<file path="config.mk">
export PLATFORM = sky130hd
export DESIGN_NAME = vga_timing_gen
export DESIGN_NICKNAME = d
export VERILOG_FILES = /design/src/rtl/vga_timing_gen.sv
export SDC_FILE = /design/constraint.sdc
export NUM_CORES = 1
export LEC_CHECK = 0
export ABC_AREA = 0
export CORE_ASPECT_RATIO = 0.5
export CORE_UTILIZATION = 51
export DETAILED_ROUTE_END_ITERATION = 8
export HOLD_SLACK_MARGIN = 0.06
export PLACE_DENSITY = 0.76
export SLEW_MARGIN = 25
export SYNTH_ARGS = -nofsm -noshare
export SYNTH_HDL_FRONTEND = slang
export SYNTH_SLANG_ARGS = --single-unit
</file>
<file path="constraint.sdc">
create_clock -name clk_vga -period 1.9 [get_ports clk_vga]
set_input_delay 0.38 -clock clk_vga [delete_from_list [all_inputs] [get_ports clk_vga]]
set_output_delay 0.38 -clock clk_vga [all_outputs]
set_load 0.005 [all_outputs]
</file>
<file path="src/rtl/vga_timing_gen.sv">
// rtl/vga_timing_gen.sv - parametrised VGA raster timing generator with registered sync/de/coords
module vga_timing_gen #(
  parameter int H_ACTIVE = 800,
  parameter int H_FP     = 24,
  parameter int H_SYNC   = 80,
  parameter int H_BP     = 104,
  parameter int V_ACTIVE = 450,
  parameter int V_FP     = 3,
  parameter int V_SYNC   = 5,
  parameter int V_BP     = 15,
  parameter bit HS_POL   = 1'b0,
  parameter bit VS_POL   = 1'b0,
  parameter int CW       = 11
) (
  input  logic          clk_vga,
  input  logic          rst,
  input  logic          en,
  input  logic [1:0]    scale,
  output logic          hs,
  output logic          vs,
  output logic          de,
  output logic [CW-1:0] x,
  output logic [CW-1:0] y,
  output logic          line_start,
  output logic          frame_start
);

  localparam int H_TOTAL = H_SYNC + H_BP + H_ACTIVE + H_FP;
  localparam int V_TOTAL = V_SYNC + V_BP + V_ACTIVE + V_FP;

  localparam logic [CW-1:0] H_LAST      = CW'(H_TOTAL - 1);
  localparam logic [CW-1:0] V_LAST      = CW'(V_TOTAL - 1);
  localparam logic [CW-1:0] H_SYNC_END  = CW'(H_SYNC);
  localparam logic [CW-1:0] V_SYNC_END  = CW'(V_SYNC);
  localparam logic [CW-1:0] H_DE_START  = CW'(H_SYNC + H_BP);
  localparam logic [CW-1:0] V_DE_START  = CW'(V_SYNC + V_BP);
  localparam logic [CW-1:0] H_DE_END    = CW'(H_SYNC + H_BP + H_ACTIVE);
  localparam logic [CW-1:0] V_DE_END    = CW'(V_SYNC + V_BP + V_ACTIVE);

  generate
    if ((H_TOTAL > (2 ** CW) - 1) || (V_TOTAL > (2 ** CW) - 1)) begin : g_param_check
      $error("vga_timing_gen: H_TOTAL/V_TOTAL do not fit in CW bits");
    end
  endgenerate

  logic [CW-1:0] hc;
  logic [CW-1:0] vc;

  logic          hs_i;
  logic          vs_i;
  logic          de_i;
  logic [CW-1:0] x_off;
  logic [CW-1:0] y_off;
  logic [CW-1:0] x_next;
  logic [CW-1:0] y_next;

  always_comb begin
    hs_i   = (hc < H_SYNC_END);
    vs_i   = (vc < V_SYNC_END);
    de_i   = (hc >= H_DE_START) && (hc < H_DE_END) &&
             (vc >= V_DE_START) && (vc < V_DE_END);
    x_off  = hc - H_DE_START;
    y_off  = vc - V_DE_START;
    x_next = de_i ? (x_off >> scale) : '0;
    y_next = de_i ? (y_off >> scale) : '0;
  end

  // Raster counters: hc wraps at H_TOTAL-1 with no extra count; vc steps on that wrap.
  always_ff @(posedge clk_vga) begin
    if (rst) begin
      hc <= '0;
      vc <= '0;
    end else if (en) begin
      if (hc == H_LAST) begin
        hc <= '0;
        vc <= (vc == V_LAST) ? '0 : vc + 1'b1;
      end else begin
        hc <= hc + 1'b1;
      end
    end
  end

  // Outputs advance in lockstep with the counters; strobes drop on idle cycles.
  always_ff @(posedge clk_vga) begin
    if (rst) begin
      hs          <= ~HS_POL;
      vs          <= ~VS_POL;
      de          <= 1'b0;
      x           <= '0;
      y           <= '0;
      line_start  <= 1'b0;
      frame_start <= 1'b0;
    end else begin
      line_start  <= 1'b0;
      frame_start <= 1'b0;
      if (en) begin
        hs          <= hs_i ? HS_POL : ~HS_POL;
        vs          <= vs_i ? VS_POL : ~VS_POL;
        de          <= de_i;
        x           <= x_next;
        y           <= y_next;
        line_start  <= (hc == '0);
        frame_start <= (hc == '0) && (vc == '0);
      end
    end
  end

endmodule

</file>
* After elaboration in Yosys (flattened, before gate mapping)
Index checks and enable logic that the tools add are counted.
** Storage, ports and cells
- Register bits after elaboration :: 49
- Logic and storage cells :: 38
** Cells by class
- Add/subtract/negate cells :: 4
- Order comparisons :: 6
- Equal/unequal tests :: 2
- Shifts and indexed selects :: 2
- Multiplexer cells :: 6
- Bitwise operators :: 1
- Reduce and logical (&&, ||, !) cells :: 8
** Operators with widths (count)
- $mux W11 :: 4
- $add A11 B1 Y11 const B :: 2
- $logic_not A11 Y1 :: 2
- $shr A11 B2 Y11 :: 2
- $eq A11 B10 Y1 const B :: 1
- $eq A11 B9 Y1 const B :: 1
- $ge A11 B5 Y1 const B :: 1
- $ge A11 B8 Y1 const B :: 1
- $lt A11 B10 Y1 const B :: 1
- $lt A11 B3 Y1 const B :: 1
- $lt A11 B7 Y1 const B :: 1
- $lt A11 B9 Y1 const B :: 1
- $sub A11 B5 Y11 const B :: 1
- $sub A11 B8 Y11 const B :: 1
- $logic_and A1 B1 Y1 :: 4
- $mux W1 :: 2
- $reduce_and A2 Y1 :: 1
- $reduce_or A2 Y1 :: 1
- $not A1 Y1 :: 1

* Depth between registers and ports, before layout
- Depth in word-level cells :: 5
- Mapped depth :: 9

* Worst setup path after synthesis
No wires, ideal clock.
- Kind :: reg-to-reg
- From :: register vc[2]
- To :: register y[7]
- Setup time :: 61 ps
- Arrival :: 1887 ps
- Data required time :: 1839 ps
- Setup slack :: -48 ps
- Cell stages (with the launch flop) :: 10
- Buffers on the path :: 1
- Cell sequence :: dfxtp_1 -> buf_2 -> inv_1 -> ha_1 -> nand2b_1 -> nand4_1 -> a21oi_1 -> or4_1 -> o31ai_1 -> a32o_1
** On the way
- Cells in the longest elaborated chain, start to end :: 4
- Elaborated cells between the ends (all ways) :: 7
- Those cells by class :: 1 x add/sub; 2 x order compare; 1 x shift; 1 x mux; 2 x reduce/logical
** Ends and longest elaborated chain
- start: declaration :: line 47 : logic [CW-1:0] vc;
- start signal: assignment :: line 76 : vc <= (vc == V_LAST) ? '0 : vc + 1'b1;
- branches (longest 3 deep; another with $sub A11 B5 Y11)
- $mux W11 (*) :: line 65 : y_next = de_i ? (y_off >> scale) : '0;
- end signal: assignment :: line 101 : y <= y_next;
- end: declaration :: line 23 : output logic [CW-1:0] y,
Mark *: on every way between the ends.
A chain may end at the register's enable or synchronous reset.

* Worst setup path after layout
- From :: register hc[3]
- To :: register x[8]
** On the way
- Cells in the longest elaborated chain, start to end :: 5
- Elaborated cells between the ends (all ways) :: 8
- Those cells by class :: 1 x add/sub; 2 x order compare; 1 x shift; 1 x mux; 3 x reduce/logical
** Ends and longest elaborated chain
- start: declaration :: line 46 : logic [CW-1:0] hc;
- start signal: assignment :: line 78 : hc <= hc + 1'b1;
- branches (longest 4 deep; another with $sub A11 B8 Y11)
- $mux W11 (*) :: line 64 : x_next = de_i ? (x_off >> scale) : '0;
- end signal: assignment :: line 100 : x <= x_next;
- end: declaration :: line 22 : output logic [CW-1:0] x,
Marks and branches as above.

==> out/metrics.csv <==
stage;metric;value;unit
run_status;status;complete, but fails checks;
run_status;violations;DRC;
global_route;first_global_vias;2887;
flow_run;cap_violations;0;
cells_and_area;layout_commonest_cell;nor2_1;
clock_network;clock_path_buffers;2;
detailed_routing;wl_per_cell;16.1;um
global_route;grt-ovfl-total;0;
synthesis;synth-edff-count;0;
setup_path;critPathTopFamily;compound AO/OA/AOI/OAI gates;
cells_and_area;final_cell_mix;nor2_1, nand2_1, buf_4;
global_route;grt_pass1_wl;13700;um
floorplan;dieArea;6300;um^2
place;portBuffers;31;
setup_path;path_cells;ha_4, a21o_1, a21oi_1, a21oi_2, nand3_2, nor2_1, buf_4, a32o_1;
cells_and_area;fin_cells;518;
setup_path;required;2090;ps
sta;min_period;1810;ps
floorplan;initial_core_util;54.2;%
floorplan;fp-row-count;19;
cells_and_area;n_fill_cell;462;
power;leakagePower;1.51;nW
cells_and_area;regArea;990;um^2
floorplan;die_w;111;um
sta;grt_setup_unrepaired;no;
clock_network;cts.sinks;49;
place;dp_worst_setup_slack;-173;ps
sta;worst_pin_slew;541;ps
floorplan;die_h;56.6;um
setup_path;path_max_fanout;5;
sta;slew_viol_final;0;
detailed_routing;drc;2;
synthesis;synthFlopType;dfxtp_1;
setup_path;crit_path_start_kind;flop;
place;dp_hpwl;6240;um
sta;finalHoldViolCount;0;
clock_network;clk_transition_reported_paths;70;ps
synthesis;netlist_area;3040;um^2
floorplan;ioPinCount;32;
place;gp_congestion;0.954;
global_route;grt_usage;27.7;%
cells_and_area;multi_input_area;1910;um^2
power;vdd_drop_max;0.000386;V
setup_path;crit_slowest_cell;dfxtp_2;
detailed_routing;first_iter_violations;204;
global_route;antenna_found_initial;0;
sta;finalSetupViolations;0;
clock_network;clk_latency;300;ps
clock_network;ctsHoldBuffers;0;
power;powerDensity;552;nW/um^2
clock_network;cts_buffers;5;
sta;skew;6.84;ps
power;power;2.14;mW
sta;relSlewSlack;63.8;%
detailed_routing;finalWirelength;8350;um
detailed_routing;avgViaCountPerCell;5.92;
detailed_routing;ant_nets;0;
synthesis;syn_area_per_cell;7.84;um^2
setup_path;crit_buf_inv;1;
cells_and_area;area_growth;27.2;%
clock_network;root_buffer;clkbuf_16;
synthesis;async_flop_share;0;%
setup_path;critPathArrivalTime;2000;ps
synthesis;syn_nets;401;
cells_and_area;drive_above_1_share;19.8;%
synthesis;yosysUniqueCellTypes;65;
cells_and_area;nets;457;
sta;fin_ws;86.4;ps
synthesis;synth-seq-cells;49;
synthesis;ys_seq_area_share;32.3;%
setup_path;cpPeakStageDelay;340;ps
clock_network;tritoncts;built;
sta;max_freq;0.551;GHz
synthesis;synthesis.instances;388;
detailed_routing;drtPass1Iterations;7;
setup_path;endpoint_kind;flop;
floorplan;core;5610;um^2
global_route;grt_max_degree;18;
sta;hold_slack;455;ps
cells_and_area;antenna_cells;0;
detailed_routing;num_vias;3065;
worst_hold_path;worstHoldPathType;reg -> reg;
clock_network;h-tree-depth;2;
setup_path;critical_path_class;reg -> reg;
place;dp.cells;509;
sta;post-route-period-util;95.5;%
synthesis;ys_warn_count;0;
-- stage by stage --
stage	utilization (%)	area (um^2)	TNS [ps]
2_1_floorplan	-	3050	0
3_3_place_gp	64.8	3630	-462
4_1_cts	67.4	3780	0
6_report	69.0	3870	0
5_1_grt	69.0	3870	0
3_5_place_dp	64.8	3630	-1290
-- tightest hold or removal path, stage by stage, from the launching register on --
cell	delay [ps]
dfxtp_1	310
nand2_1	50
a21oi_1	50
-- timing repair --
action,in CTS,in global routing
resized for setup,1,21
pin swaps,0,6
buffers inserted,0,1
endpoints found under the setup margin,1,29
-- power breakdown --
group / switching [mW] / leakage [nW] / internal, mW
sequential: 0.00673 / 0.399 / 1.04
combinational: 0.107 / 1.04 / 0.0846
clock: 0.413 / 0.0641 / 0.491
-- area by class of cell --
type	instances	share of cell area, %
tap	73	2.36
multi-input combinational	295	49.4
clock inverter	1	0.194
timing repair buffer	77	17.5
sequential	49	25.6
inverter	16	1.55
clock buffer	7	3.43
-- state kept, by name, indices dropped and copies added (netlist names) --
| register | flops |
|---|---|
| vs | 1 |
| hs | 1 |
| line_start | 1 |
| frame_start | 1 |
| vc | 11 |
| hc | 11 |
| x | 11 |
| y | 11 |
| de | 1 |
-- per-layer routing --
metal	vias to the layer above	global-route usage, %	wire length, um
li1	1482	-	-
met1	1475	35.9	3830
met2	95	45.9	3930
met3	13	6.26	461
met4	0	9.85	127
met5	-	0	0
-- final timing paths --
path / startpoint / to / slack (ps) / cells after the start
worst max register to register: hc[3] / x[8] / 90 / 8
worst max-delay path: hc[3] / x[8] / 90 / 8
worst min register to register: x[2] / x[2] / 460 / 2
worst min-delay path: x[2] / x[2] / 460 / 2
-- cells by family (layout without fill, tap and decap cells) --
kind of cell / after synthesis / in the layout / share of synthesized area, %
buf+inv: 44 / 101 / 7.69
compound gates: 99 / 99 / 21.7
mux: 7 / 7 / 2.43
xor+xnor: 26 / 26 / 7.49
simple gates: 155 / 155 / 25.1
flops: 49 / 49 / 32.3
fa+ha+maj: 8 / 8 / 3.29
-- cells in the mapped netlist, types with 2 or more instances --
| master | count | area share [%] |
|---|---|---|
| nand2b_1 | 5 | 1.0 |
| a2bb2oi_1 | 4 | 1.2 |
| nand3_1 | 15 | 2.5 |
| dfxtp_1 | 49 | 32 |
| o21ai_0 | 18 | 3.0 |
| nor4_1 | 5 | 1.0 |
| a22o_1 | 4 | 1.2 |
| nor2_1 | 50 | 6.2 |
| xor2_1 | 9 | 2.6 |
| a211o_1 | 4 | 1.2 |
| inv_2 | 2 | 0.25 |
| a21oi_1 | 30 | 4.9 |
| xnor2_1 | 17 | 4.9 |
| mux2_2 | 3 | 1.1 |
| buf_2 | 14 | 2.3 |
| o2111ai_1 | 2 | 0.58 |
| mux2i_1 | 4 | 1.3 |
| buf_6 | 3 | 1.1 |
| or3_1 | 4 | 0.82 |
| clkbuf_1 | 8 | 0.99 |
| o22ai_1 | 3 | 0.62 |
| nor3_2 | 3 | 0.99 |
| and3_1 | 2 | 0.41 |
| a32o_1 | 2 | 0.66 |
| nand3b_1 | 2 | 0.49 |
| nand2_1 | 46 | 5.7 |
| nand4_1 | 8 | 1.6 |
| o31ai_1 | 3 | 0.74 |
| ha_1 | 8 | 3.3 |
| a21o_1 | 2 | 0.49 |
| nor3_1 | 2 | 0.33 |
| clkbuf_8 | 2 | 0.91 |
| a31oi_1 | 2 | 0.41 |
| o32ai_1 | 4 | 1.2 |
| inv_1 | 13 | 1.6 |
| a211oi_1 | 6 | 1.5 |
| nor2b_1 | 2 | 0.41 |
No activity file was read; power rests on OpenSTA's default activity.
